**src/rtl/vector_pkg.sv**
```systemverilog
// Shared types and constants for the vector display path (line generator,
// point sequencer, DAC driver).
package vector_pkg;

    localparam int unsigned DAC_W = 12;

    localparam logic AXIS_X = 1'b0;
    localparam logic AXIS_Y = 1'b1;

    typedef enum logic [2:0] {
        SEQ_IDLE,
        SEQ_X,
        SEQ_Y,
        SEQ_DWELL,
        SEQ_FINISH
    } seq_state_t;

    typedef enum logic [1:0] {
        W_IDLE,
        W_CHK,
        W_GUARD,
        W_WAIT
    } wr_phase_t;

endpackage

```
**src/rtl/dac_axis_writer.sv**
```systemverilog
// One CHK/GUARD/WAIT write cycle to the shared DAC, reused for both axes,
// with per-axis last-value tracking for skipping unchanged writes.
module dac_axis_writer
    import vector_pkg::*;
#(
    parameter bit SKIP_UNCHANGED = 1'b1
) (
    input  logic             clk,
    input  logic             reset,
    input  logic             start,
    input  logic             axis,
    input  logic [DAC_W-1:0] value,
    input  logic             dac_ready,
    output logic             done,
    output logic [DAC_W-1:0] dac_value,
    output logic             dac_axis,
    output logic             dac_strobe
);

    wr_phase_t        phase, phase_n;
    logic             strobe_n;
    logic             skip;
    logic [1:0]       valid;
    logic [DAC_W-1:0] last_val [2];

    assign skip = SKIP_UNCHANGED && valid[axis] && (last_val[axis] == value);

    always_comb begin
        phase_n  = phase;
        strobe_n = 1'b0;
        done     = 1'b0;
        case (phase)
            W_CHK: begin
                if (skip) begin
                    done    = 1'b1;
                    phase_n = W_IDLE;
                end else if (dac_ready) begin
                    strobe_n = 1'b1;
                    phase_n  = W_GUARD;
                end
            end
            // The driver may still show ready for one cycle after the strobe.
            W_GUARD: phase_n = W_WAIT;
            W_WAIT: begin
                if (dac_ready) begin
                    done    = 1'b1;
                    phase_n = W_IDLE;
                end
            end
            default: ;
        endcase
        // Chaining the next axis straight from done avoids an idle cycle.
        if (start) phase_n = W_CHK;
    end

    always_ff @(posedge clk or negedge reset) begin
        if (!reset) begin
            phase      <= W_IDLE;
            dac_strobe <= 1'b0;
            dac_value  <= '0;
            dac_axis   <= AXIS_X;
            valid      <= '0;
            for (int unsigned i = 0; i < 2; i++) last_val[i] <= '0;
        end else begin
            phase      <= phase_n;
            dac_strobe <= strobe_n;
            if (strobe_n) begin
                dac_value       <= value;
                dac_axis        <= axis;
                last_val[axis]  <= value;
                valid[axis]     <= 1'b1;
            end
        end
    end

endmodule

```
**src/rtl/dac_point_sequencer.sv**
```systemverilog
// Accepts (x, y, blank) points and sequences X then Y writes on the shared
// DAC, with optional settle dwell and beam-blank timing around each move.
module dac_point_sequencer
    import vector_pkg::*;
#(
    parameter int unsigned DWELL          = 16,
    parameter int unsigned DWELL_W        = 16,
    parameter bit          SKIP_UNCHANGED = 1'b1
) (
    input  logic             clk,
    input  logic             reset,
    input  logic [DAC_W-1:0] pt_x,
    input  logic [DAC_W-1:0] pt_y,
    input  logic             pt_blank,
    input  logic             pt_strobe,
    output logic             pt_ready,
    output logic [DAC_W-1:0] dac_value,
    output logic             dac_axis,
    output logic             dac_strobe,
    input  logic             dac_ready,
    output logic             blank_out,
    output logic             busy
);

    localparam logic [DWELL_W-1:0] DWELL_LOAD = DWELL_W'((DWELL > 0) ? DWELL - 1 : 0);

    seq_state_t       state, state_n;
    logic [DAC_W-1:0] x_q, y_q;
    logic             blank_q;
    logic [DWELL_W-1:0] cnt, cnt_n;
    logic             ready_n, blank_n, accept;
    logic             wr_start, wr_done, wr_axis;
    logic [DAC_W-1:0] wr_value;

    assign wr_axis  = (state == SEQ_Y) ? AXIS_Y : AXIS_X;
    assign wr_value = (state == SEQ_Y) ? y_q : x_q;

    dac_axis_writer #(
        .SKIP_UNCHANGED(SKIP_UNCHANGED)
    ) u_writer (
        .clk       (clk),
        .reset     (reset),
        .start     (wr_start),
        .axis      (wr_axis),
        .value     (wr_value),
        .dac_ready (dac_ready),
        .done      (wr_done),
        .dac_value (dac_value),
        .dac_axis  (dac_axis),
        .dac_strobe(dac_strobe)
    );

    always_comb begin
        state_n  = state;
        cnt_n    = cnt;
        ready_n  = pt_ready;
        blank_n  = blank_out;
        accept   = 1'b0;
        wr_start = 1'b0;
        case (state)
            SEQ_IDLE: begin
                if (pt_strobe && pt_ready) begin
                    accept   = 1'b1;
                    wr_start = 1'b1;
                    ready_n  = 1'b0;
                    state_n  = SEQ_X;
                    if (pt_blank) blank_n = 1'b1;
                end
            end
            SEQ_X: begin
                if (wr_done) begin
                    wr_start = 1'b1;
                    state_n  = SEQ_Y;
                end
            end
            SEQ_Y: begin
                if (wr_done) begin
                    if (DWELL == 0) begin
                        state_n = SEQ_FINISH;
                    end else begin
                        cnt_n   = DWELL_LOAD;
                        state_n = SEQ_DWELL;
                    end
                end
            end
            SEQ_DWELL: begin
                if (cnt == '0) state_n = SEQ_FINISH;
                else           cnt_n   = cnt - DWELL_W'(1);
            end
            SEQ_FINISH: begin
                blank_n = blank_q;
                ready_n = 1'b1;
                state_n = SEQ_IDLE;
            end
            default: state_n = SEQ_IDLE;
        endcase
    end

    always_ff @(posedge clk or negedge reset) begin
        if (!reset) begin
            state     <= SEQ_IDLE;
            cnt       <= '0;
            x_q       <= '0;
            y_q       <= '0;
            blank_q   <= 1'b1;
            pt_ready  <= 1'b1;
            busy      <= 1'b0;
            blank_out <= 1'b1;
        end else begin
            state     <= state_n;
            cnt       <= cnt_n;
            pt_ready  <= ready_n;
            busy      <= ~ready_n;
            blank_out <= blank_n;
            if (accept) begin
                x_q     <= pt_x;
                y_q     <= pt_y;
                blank_q <= pt_blank;
            end
        end
    end

endmodule

```
**config.mk**
```make
export PLATFORM = sky130hd
export DESIGN_NAME = dac_point_sequencer
export DESIGN_NICKNAME = d
export VERILOG_FILES = /design/src/rtl/vector_pkg.sv /design/src/rtl/dac_axis_writer.sv /design/src/rtl/dac_point_sequencer.sv
export SDC_FILE = /design/constraint.sdc
export NUM_CORES = 1
export LEC_CHECK = 0
export CAP_MARGIN = 20
export CORE_AREA = 2 2 91 93
export CTS_CLUSTER_DIAMETER = 80
export DETAILED_ROUTE_END_ITERATION = 10
export DIE_AREA = 0 0 93 95
export PLACE_DENSITY = 0.78
export SYNTH_ARGS = -nofsm -noshare
export SYNTH_HDL_FRONTEND = slang
export SYNTH_SLANG_ARGS = --single-unit
```
**constraint.sdc**
```tcl
create_clock -name clk -period 2.6 [get_ports clk]
set_clock_uncertainty 0.15 [all_clocks]
set_input_delay 0.26 -clock clk [delete_from_list [all_inputs] [get_ports clk]]
set_output_delay 0.26 -clock clk [all_outputs]
set_load 0.01 [all_outputs]
```
==> flow_summary_export.csv <==
group,metric,value,unit
routing,wire_per_inst,16.31,um
placement,pre_cts_slack,0.2316,ns
synth,yosys_register_bits,89,
finish,fin_nets,452,
synth,synth.avg_cell_area,11.57,um2
synth,synthDistinctLibCells,55,
routing,dr.pass1.iters,4,
routing,wirelength,8679,um
clock_network,cts.sinks,89,
clock_network,cts_buffers,9,
worst_hold_path,holdCritPathClass,"in -> async",
worst_setup_path,cp_top_family,"simple AND/OR/NAND/NOR gates",
sta,setup_tns,0,ns
synth,syn-num-nets,401,
clock_network,cts_htree_levels,3,
clock_network,cts_tree,"yes",
synth,yosysMostFrequentCell,"dfrtp_1",
placement,hpwl,6213,um
placement,port_buffers,45,
worst_setup_path,r2r_setup_slack,0.23,ns
sta,max_slew.worst_pin.slew,0.5944,ns
pwr,power.density,1158,nW/um2
synth,yosys.area.top_type,"dfrtp_1",
finish,syn_to_final_growth,19.21,%
worst_setup_path,setup.worst_path.start_class,"flip-flop",
pwr,ir_drop,0.0005771,V
grt,antenna_found_initial,0,
sta,worst_slack,0.2264,ns
clock_network,cts_buffer_depth,2,
sta,finalCritPeriodShare,0.9129,
worst_setup_path,worstPathMaxFanout,13,
routing,num_vias,2947,
placement,postPlaceCellArea,4888,um2
sta,finalSetupViolCount,0,
grt,grt.total_usage,0.2113,
synth,synth_top_area_share,0.5013,
sta,final-hold-violation-count,0,
synth,yosys-top-cells-count,"dfrtp_1 (86), mux2_2 (37), nor2_1 (25)",
finish,design_area,5117,um2
placement,place.gp.congestion,0.8227,
worst_setup_path,rr_startpoint,"state[2]$_DFFE_PN0P_",
synth,yosysSeqAreaShare,0.5197,
clock_network,cts_root_buf,"clkbuf_8",
worst_setup_path,rr_worst_depth,9,
pwr,finalPower,0.005924,W
grt,grt_start_max_net_pins,47,
finish,diodes,0,
synth,ys_top_cells_by_area,"dfrtp_1 (50%), mux2_2 (9.7%), xnor2_1 (4.9%)",
grt,grt_pass1_vias,3012,
clock_network,cts.repair.resized,0,
sta,fin_crit,2.374,ns
run,max_cap_viol_count,0,
grt,grt_pass1_wl,14410,um
worst_setup_path,crit_path_end_kind,"flip-flop",
worst_setup_path,crit_path_max_incr_delay,0.45,ns
synth,ys.flop_type,"dfrtp_1",
floorplan,core.rowCount,33,
synth,synth_edf_count,0,
routing,drt_iter0_drc,148,
finish,layout-drive-gt1-share,0.2108,
floorplan,die_h,95,um
worst_setup_path,cp.arrival,2.47,ns
worst_setup_path,reg2reg_to,"cnt[7]$_DFFE_PN0P_",
worst_setup_path,critPathMostFrequentCell,"buf_4",
synth,ys_warn_count,0,
pwr,leakage,2.236,nW
worst_setup_path,worstSetupStartpoint,"state[2]$_DFFE_PN0P_",
sta,slew_viol_final,0,
clock_network,clkLatencyLatePin,0.36,ns
worst_setup_path,crit_buf_inv,3,
synth,synth-async-reset-ratio,1.000,
run_status,status,"finished clean",
synth,synth_area,4293,um2
routing,antenna_left,0,
clock_network,clkTransAtPathRegs,0.09,ns
floorplan,start_util,0.5415,
sta,rsz0062_at_grt,"no",
floorplan,core_region_area,7928,um2
worst_setup_path,crit_chain,"or3b_1, buf_4, nand2_1, nor4_1, o21ai_0, o21ai_1, buf_4, buf_4, nor2_1",
floorplan,die_area,8835,um2
floorplan,fp.dieW,93,um
routing,remaining_drc_errors,0,
worst_setup_path,crit_slowest_cell,"dfrtp_1",
floorplan,io-pin-count,46,
synth,syn_inst,371,
sta,fmax,421.3,MHz
sta,slew_headroom,0.6037,
worst_setup_path,cp.required,2.70,ns
grt,grt-ovfl-total,0,
worst_setup_path,path_class,"reg -> reg",
routing,vias_per_cell,5.539,
[logic make-up (layout without fill, tap and decap cells)]
group / Yosys count / after routing / synth area share
mux: 56 / 56 / 0.1507
buf+inv: 28 / 84 / 0.03323
fa+ha+maj: 1 / 1 / 0.002914
xor+xnor: 31 / 31 / 0.06325
simple gates: 109 / 109 / 0.1428
compound gates: 57 / 57 / 0.08744
flops: 89 / 89 / 0.5197
[stage by stage]
stage / hold slack (ns) / util / std cells
4_1_cts: 0.3074 / 0.6455 / 532
2_1_floorplan: -0.1856 / - / 371
3_5_place_dp: 0.1601 / 0.6166 / 515
6_report: 0.2881 / 0.6455 / 532
3_3_place_gp: 0.1564 / 0.6166 / 515
5_1_grt: 0.3417 / 0.6455 / 532
[power by group]
| group | switching [W] | internal [W] |
|---|---|---|
| clock | 0.000503 | 0.000541 |
| combinational | 0.00107 | 0.00125 |
| sequential | 0.000579 | 0.00198 |
| total | 0.00215 | 0.00378 |
[per-layer routing]
layer  global-route usage  up-vias  wire length [um]  share of wire
met5                    0        -                 0              0
met4              0.07475        0               144          0.017
met3              0.03352       13               288          0.033
met2               0.3714       63              4369           0.50
met1               0.2661     1448              3876           0.45
li1                     -     1423                 -              -
[placed cells by master, fill, tap and decap left out, drive strengths merged, types with 3 or more instances in the layout]
cell / instances
dfrtp: 86
nand3: 5
dfstp: 3
clkbuf: 9
or2: 3
clkinv: 4
buf: 13
a21oi: 20
inv: 10
mux2i: 11
nor4: 10
clkdlybuf4s50: 44
xor2: 7
nor3: 6
nand4: 10
mux2: 45
nor2: 25
or3: 4
o21ai: 9
xnor2: 24
a31oi: 13
nand2b: 12
nand2: 23
[area by class of cell]
type                       count  area [um2]
multi-input combinational    254        1926
clock inverter                 7       95.09
timing repair buffer          58       573.1
fill                         633        2810
inverter                      10       37.54
clock buffer                   9       123.9
sequential                    89        2231
tap                          105       131.4
[worst max-delay path by stage]
stage	end	slack, ns	depth (start not counted)
finish	cnt[7]$_DFFE_PN0P_	0.23	9
global route	cnt[14]$_DFFE_PN0P_	0.09	9
CTS	u_writer.last_val[14]$_DFFE_PN0P_	0.21	6
detailed placement	u_writer.last_val[14]$_DFFE_PN0P_	0.23	6
global placement	cnt[8]$_DFFE_PN0P_	0.20	9
floorplan	u_writer.last_val[16]$_DFFE_PN0P_	0.35	8
[registers in the layout, summed over array words and instances, names as in the netlist]
| register | count |
|---|---|
| blank_out | 1 |
| blank_q | 1 |
| busy | 1 |
| cnt | 16 |
| pt_ready | 1 |
| state | 3 |
| u_writer.dac_axis | 1 |
| u_writer.dac_strobe | 1 |
| u_writer.dac_value | 12 |
| u_writer.last_val | 24 |
| u_writer.phase | 2 |
| u_writer.valid | 2 |
| x_q | 12 |
| y_q | 12 |
[worst reg2reg max path, stage by stage (launching register included)]
cell     delay, ns
dfrtp_1       0.45
or3b_1        0.19
buf_4         0.26
nand2_1       0.08
nor4_1        0.34
o21ai_0       0.20
o21ai_1       0.18
buf_4         0.17
buf_4         0.17
nor2_1        0.07
[timing repair]
action,CTS,global route
hold buffers,1,0
setup endpoints to repair,0,0
setup buffers,0,0
hold endpoints to repair,42,0
Power figures use the tool's default switching activity.
